<file path="src/rtl/tx_packet_buffer.sv">
// Packet byte buffer feeding the Maple bus transmitter: the host loads payload bytes,
// the block streams them out on tx_next strobes and appends an XOR checksum byte.
module tx_packet_buffer #(
  parameter int DEPTH = 256,
  parameter int AW    = 8
) (
  input  logic          clk,
  input  logic          reset,
  input  logic          wr_en,
  input  logic [7:0]    wr_data,
  output logic          full,
  input  logic          send,
  output logic          ready,
  output logic          done,
  output logic [AW:0]   count,
  output logic          tx_enable,
  input  logic          tx_busy,
  input  logic          tx_next,
  output logic [7:0]    tx_data
);

  typedef enum logic [1:0] {FILL, LAUNCH, STREAM, DONE} state_t;

  localparam logic [AW:0] DEPTH_C = (AW+1)'(DEPTH);
  localparam logic [AW:0] ONE_C   = (AW+1)'(1);

  state_t        state;
  logic [7:0]    mem [DEPTH];
  logic [AW-1:0] wr_ptr;
  logic [AW-1:0] rd_ptr;
  logic [AW:0]   cnt;
  logic [AW:0]   sent;
  logic [7:0]    csum;

  logic          wr_accept;
  logic [AW:0]   remaining;

  assign wr_accept = (state == FILL) && wr_en && (cnt < DEPTH_C);
  // Bytes still to go including the checksum; cnt <= DEPTH so cnt+1 fits in AW+1 bits.
  assign remaining = cnt + ONE_C - sent;

  // NOTE: the payload array carries no reset; stale contents are never read because
  // rd_ptr only advances over bytes written since the last clear.
  always_ff @(posedge clk) begin
    if (wr_accept) mem[wr_ptr] <= wr_data;
  end

  // NOTE: all sequential state uses non-blocking assignments so every register samples
  // the pre-edge values regardless of statement order.
  always_ff @(posedge clk or negedge reset) begin
    if (!reset) begin
      state  <= FILL;
      wr_ptr <= '0;
      rd_ptr <= '0;
      cnt    <= '0;
      sent   <= '0;
      csum   <= '0;
    end else begin
      case (state)
        FILL: begin
          if (wr_accept) begin
            wr_ptr <= wr_ptr + AW'(1);
            cnt    <= cnt + ONE_C;
            csum   <= csum ^ wr_data;
          end
          if (send && (cnt != '0 || wr_accept)) state <= LAUNCH;
        end
        LAUNCH: begin
          if (tx_busy) state <= STREAM;
        end
        STREAM: begin
          if (tx_next && sent <= cnt) begin
            sent <= sent + ONE_C;
            if (sent < cnt) rd_ptr <= rd_ptr + AW'(1);
          end
          if (!tx_busy) state <= DONE;
        end
        DONE: begin
          wr_ptr <= '0;
          rd_ptr <= '0;
          cnt    <= '0;
          sent   <= '0;
          csum   <= '0;
          state  <= FILL;
        end
        default: state <= FILL;
      endcase
    end
  end

  // Transmitter-facing outputs are decoded from state so that reset drops tx_enable at
  // once and enable falls in the same cycle the checksum byte is presented.
  // NOTE: every output gets a default first so no path through the case infers a latch.
  always_comb begin
    tx_enable = 1'b0;
    tx_data   = 8'h00;
    case (state)
      LAUNCH: begin
        tx_enable = 1'b1;
        tx_data   = (sent < cnt) ? mem[rd_ptr] : csum;
      end
      STREAM: begin
        tx_enable = remaining > ONE_C;
        tx_data   = (sent < cnt) ? mem[rd_ptr] : csum;
      end
      default: ;
    endcase
  end

  assign ready = (state == FILL);
  assign full  = (state != FILL) || (cnt == DEPTH_C);
  assign done  = (state == DONE);
  assign count = cnt;

endmodule

</file>
<file path="config.mk">
export PLATFORM = sky130hd
export DESIGN_NAME = tx_packet_buffer
export DESIGN_NICKNAME = d
export VERILOG_FILES = /design/src/rtl/tx_packet_buffer.sv
export SDC_FILE = /design/constraint.sdc
export NUM_CORES = 2
export LEC_CHECK = 0
export ABC_CLOCK_PERIOD_IN_PS = 7900
export BUFFER_PORTS_ARGS = -buffer_cell sky130_fd_sc_hd__buf_4
export CORE_MARGIN = 2
export CORE_UTILIZATION = 55
export DETAILED_ROUTE_END_ITERATION = 10
export HOLD_SLACK_MARGIN = 0.12
export PLACE_DENSITY = 0.71
export SYNTH_ARGS = -nofsm -noshare
export SYNTH_HDL_FRONTEND = slang
export SYNTH_SLANG_ARGS = --single-unit
</file>
<file path="constraint.sdc">
create_clock -name clk -period 7.9 [get_ports clk]
set_input_delay 1.58 -clock clk [delete_from_list [all_inputs] [get_ports clk]]
set_output_delay 1.58 -clock clk [all_outputs]
set_load 0.02 [all_outputs]
</file>
Word level (Yosys, flattened, before mapping)
Memory sizes are Yosys's and may differ from the RTL's.
Cells that the tools add are included.
W data, S select, Z words.
{"block": "classes", "reduce_logical": 16, "bitwise": 1, "n_eq_ne": 10, "order_cmp": 4, "addsub": 5, "muxes": 20}
{"operator": "$mux W8", "count": 6}
{"operator": "$pmux W8 S2", "count": 3}
{"operator": "$pmux W9 S2", "count": 2}
{"operator": "$add A9 B1 Y9 const B", "count": 2}
{"operator": "$mux W9", "count": 2}
{"operator": "$add A8 B1 Y8 const B", "count": 2}
{"operator": "$eq A9 B9 Y1 const B", "count": 1}
{"operator": "$gt A9 B1 Y1 const B", "count": 1}
{"operator": "$le A9 B9 Y1", "count": 1}
{"operator": "$lt A9 B9 Y1", "count": 1}
{"operator": "$lt A9 B9 Y1 const B", "count": 1}
{"operator": "$reduce_bool A9 Y1", "count": 1}
{"operator": "$sub A9 B9 Y9", "count": 1}
{"operator": "$ne A2 B2 Y1 const B", "count": 4}
{"operator": "$pmux W2 S4", "count": 1}
{"operator": "$xor A8 B8 Y8", "count": 1}
{"operator": "$mux W2", "count": 3}
{"operator": "$reduce_and A3 Y1", "count": 2}
{"operator": "$reduce_bool A2 Y1", "count": 3}
{"operator": "$eq A2 B2 Y1 const B", "count": 2}
{"operator": "$logic_and A1 B1 Y1", "count": 4}
{"operator": "$ne A2 B1 Y1 const B", "count": 2}
{"operator": "$reduce_and A2 Y1", "count": 2}
{"operator": "$eq A2 B1 Y1 const B", "count": 1}
{"operator": "5 further kinds", "count": 7}
{"block": "totals", "ram_bits": 2048, "wordCells": 63, "out_inout_bits": 21, "register_bits": 44, "mem_count": 1, "input_bits": 14}
{"name": "mem", "depth": 256, "width": 8, "read_ports": 1, "rd_ports_with_merged_regs": 0, "wr": 1, "line": "28", "text": "logic [7:0] mem [DEPTH];"}

Logic depth before layout (Yosys ltp)
{"block": "logic_depth", "ltp_word": 7, "ltp_mapped": 13, "mapped_depth_nobuf": 10}

Worst setup path before layout
No wires, ideal clock.
{"block": "synth_timing", "path_type": "reg-to-output", "start": "register cnt[0] (netlist: count[0])", "end": "output port tx_enable", "arrival_time_ns": 2.844, "path_buffers": 0, "required_time_ns": 6.320, "path_stages_with_launch": 11, "path_slack_ns": 3.476, "cell_sequence": "dfrtp_1 > inv_1 > ha_1 > fa_1 > a21o_1 > a21oi_1 > o21bai_1 > a2111oi_0 > nor3_1 > xnor2_1 > a31oi_1"}
{"block": "synth_via", "elab_chain_cells": 4}
{"element": "start: declaration", "line": "31", "text": "logic [AW:0] cnt;"}
{"element": "start signal: assignment", "line": "63", "text": "cnt <= cnt + ONE_C;"}
{"element": "$add A9 B1 Y9", "line": "40", "text": "assign remaining = cnt + ONE_C - sent;"}
{"element": "$sub A9 B9 Y9", "line": "40"}
{"element": "$gt A9 B1 Y1", "line": "103", "text": "tx_enable = remaining > ONE_C;"}
{"element": "$pmux W1 S2", "line": "97", "text": "case (state)"}
{"element": "end: declaration", "line": "16", "text": "output logic tx_enable,"}
No other way between the ends.

Worst setup path in the final report
{"block": "layout_timing", "start": "register rd_ptr[0]", "end": "output port tx_data[3]"}
{"block": "layout_via", "elab_chain_cells": 3}
{"element": "start: declaration", "line": "30", "text": "logic [AW-1:0] rd_ptr;"}
{"element": "start signal: assignment", "line": "74", "text": "if (sent < cnt) rd_ptr <= rd_ptr + AW'(1);"}
{"element": "$mem_v2 Z256 W8"}
{"element": "$mux W8", "line": "100, 104"}
{"element": "$mux W8"}
{"element": "end: declaration", "line": "19", "text": "output logic [7:0] tx_data"}
No other way between the ends.

==> results.ini <==
[timing]
relSlewSlack_pct = 3.18
period_share_pct = 91.9
rsz0062_at_grt = false
setup_viol = 0
slew_viol_final = 0
finalClockSkew_ns = 0.0235
setup_ws_ns = 0.636
fin_tns_setup_ns = 0
finalHoldViolCount = 0
worstMarginPinSlew_ns = 1.45
max_freq_mhz = 138
period_needed_ns = 7.26

[yosys]
synth_edf_count = 2048
synth-seq-cells = 2092
synth.area.top_cells = edfxtp_1 74%, mux4_2 14%, mux2i_1 2.3%
yosysSeqAreaShare_pct = 75.7
yosys.area.top_type = edfxtp_1
synth.cell_area_sq_um = 82700
yosysWarnings = 0
synth_top_area_share_pct = 74.4
synth_cells = 4012
avgSynthCellArea_sq_um = 20.6
yosysMostFrequentCell = edfxtp_1
async_flop_share_pct = 2.10
synth_cell_types = 70
syn-num-nets = 4056
yosys-top-cells-count = 2048 x edfxtp_1, 496 x mux4_2, 298 x nor2_1, 194 x mux2i_1, 104 x clkbuf_1
synthFlopType = edfxtp_1

[cells_and_area]
area_delta_synth_final_pct = 10.6
utilization_pct = 61.2
post-route-cell-area_sq_um = 91500
drive_above_1_share_pct = 22.1
final_net_count = 4135

[drt]
wirelength_microns = 202000
vias = 41100
drt_pre_antenna_iters = 6
drtAntennaViolNets = 0
drt_iter0_drc = 5751
post_drt_via_cell_ratio = 6.55
post-route-drc-count = 0
wl_per_cell_microns = 32.1

[placement]
io_buffers = 34
place_ws_ns = 1.83
dp.final_hpwl_microns = 117000
dpl_cell_area_sq_um = 85100
gp_congestion = 0.875

[cts]
cts_buffer_depth = 3
cts_setup_buffers = 0
htreeDepth = 4
cts_buffers = 199
tritoncts = yes
cts_hold_buf = 0
worst_skew_pair.late_latency_ns = 0.85
cts_root_buffer = clkbuf_16
clk_pin_slew_ns = 0.06
cts_resized = 0
cts.sinks = 2092

[setup_path]
worstSetupPathType = flop to output pin
critPathBufInv = 2
critical_path.top_delay_family = compound AO/OA/AOI/OAI gates
slowest_stage = dfrtp_4
crit_path_start_kind = flop
critPathMostFrequentCell = nand4_1
cp.arrival_ns = 5.68
path_cells = buf_12 -> mux4_2 -> nand4_1 -> nand4_1 -> nor3_1 -> o41ai_1 -> a32oi_1 -> o22ai_1 -> buf_4
worst_setup_path_end_kind = output pin
path_max_fanout = 42
crit_required_ns = 6.32
critPathMaxStageDelay_ns = 1.18

[global_route]
grt_max_degree = 210
grt_usage_pct = 26.7
antenna_found_initial = 4
overflow = 0
grt_pass1_vias = 40600
grt_pass1_wl_microns = 290000

[power]
p_leak_nw = 27.7
peakVddDrop_uv = 307
total_power_w = 0.0283
power.density_nw_per_um2 = 309

[die]
die_y_microns = 392
core-area_sq_um = 150000
core.rowCount = 142
start_util_pct = 55.3
die_width_microns = 392
die_area_sq_um = 153000
pin_count = 35

[flow_run]
cap_violations = 0

[hold_path]
hp-class = flop to flop

[outcome]
status = completed

==> layout by cell type, fill, tap and decap left out, types with 13 or more instances in the layout <==
cell       instances
a211oi_1          27
a21oi_1           65
a22o_1            13
a22oi_1           57
a31oi_1           16
buf_12            19
buf_4             88
bufinv_16         16
clkbuf_1          36
clkbuf_16        202
clkinv_1          53
clkinv_2          40
dfrtp_1           38
edfxtp_1        2048
ha_1              29
inv_1             36
mux2i_1          194
mux4_2           496
nand2_1           83
nand3_1           44
nor2_1           296
nor2b_1           18
nor3_1            31
o21ai_0           48
o221ai_1          13
o22ai_1           27
==> path summary, 6_finish.rpt <==
| check | from | to | slack, ns | cells past startpoint |
|---|---|---|---|---|
| max | rd_ptr[0]$_DFFE_PN0P_ | tx_data[3] | 0.64 | 9 |
| min | csum[6]$_DFFE_PN0P_ | csum[6]$_DFFE_PN0P_ | 0.53 | 2 |
| max reg2reg | state[0]$_DFFE_PN0P_ | mem[135][7]$_DFFE_PP_ | 3.83 | 7 |
| min reg2reg | csum[6]$_DFFE_PN0P_ | csum[6]$_DFFE_PN0P_ | 0.53 | 2 |
| max in group asynchronous | reset | rd_ptr[2]$_DFFE_PN0P_ | 6.62 | 1 |
| min in group asynchronous | reset | count[5]$_DFFE_PN0P_ | 0.76 | 1 |
==> routing by layer <==
layer / track usage [%] / part of all wire (%) / vias to the layer above
met5: 0 / 0.0050 / -
met1: 38.2 / 39 / 21700
met4: 8.27 / 3.0 / 2
met2: 40.7 / 47 / 2300
met3: 6.98 / 11 / 344
li1: - / - / 16800
==> power by group <==
part           switching, W  total [W]  internal, W
logic               0.00385    0.00629      0.00244
registers          0.000315     0.0126       0.0123
clock network       0.00413    0.00938      0.00525
==> through the flow <==
step	cells	hold WS (ns)
2_1_floorplan	4012	0.485
3_3_place_gp	5906	0.505
3_5_place_dp	5906	0.520
4_1_cts	6279	0.534
5_1_grt	6279	0.579
6_report	6282	0.532
==> state kept, by name, indices dropped and copies added (netlist names) <==
signal  cells
mem      2048
count       9
sent        9
csum        8
rd_ptr      8
wr_ptr      8
state       2
==> worst reg2reg max path, stage by stage, from the launching register on <==
cell,delay (ns)
dfrtp_1,0.42
inv_1,0.11
ha_1,0.29
and3_1,0.44
nand2_1,0.10
nor2_1,0.31
nand2_2,0.82
nor2_1,1.17
==> layout make-up <==
type / count / area (sq um)
Tap cell: 2016 / 2520
Timing Repair Buffer: 115 / 1150
Fill cell: 10200 / 58100
Clock inverter: 132 / 1170
Sequential cell: 2092 / 62600
Clock buffer: 241 / 5230
Inverter: 37 / 144
Antenna cell: 3 / 7.51
Multi-Input combinational cell: 1646 / 18600
==> cells by family after synthesis <==
logic type / Yosys count / synth area share, %
AO/OA/AOI/OAI: 354 / 2.95
XOR/XNOR: 13 / 0.138
adder cells (fa/ha/maj): 30 / 0.463
buffers and inverters: 274 / 1.84
flip-flops: 2092 / 75.7
multiplexers: 703 / 16.1
AND/OR/NAND/NOR: 546 / 2.85
No activity file was read; power rests on OpenSTA's default activity.
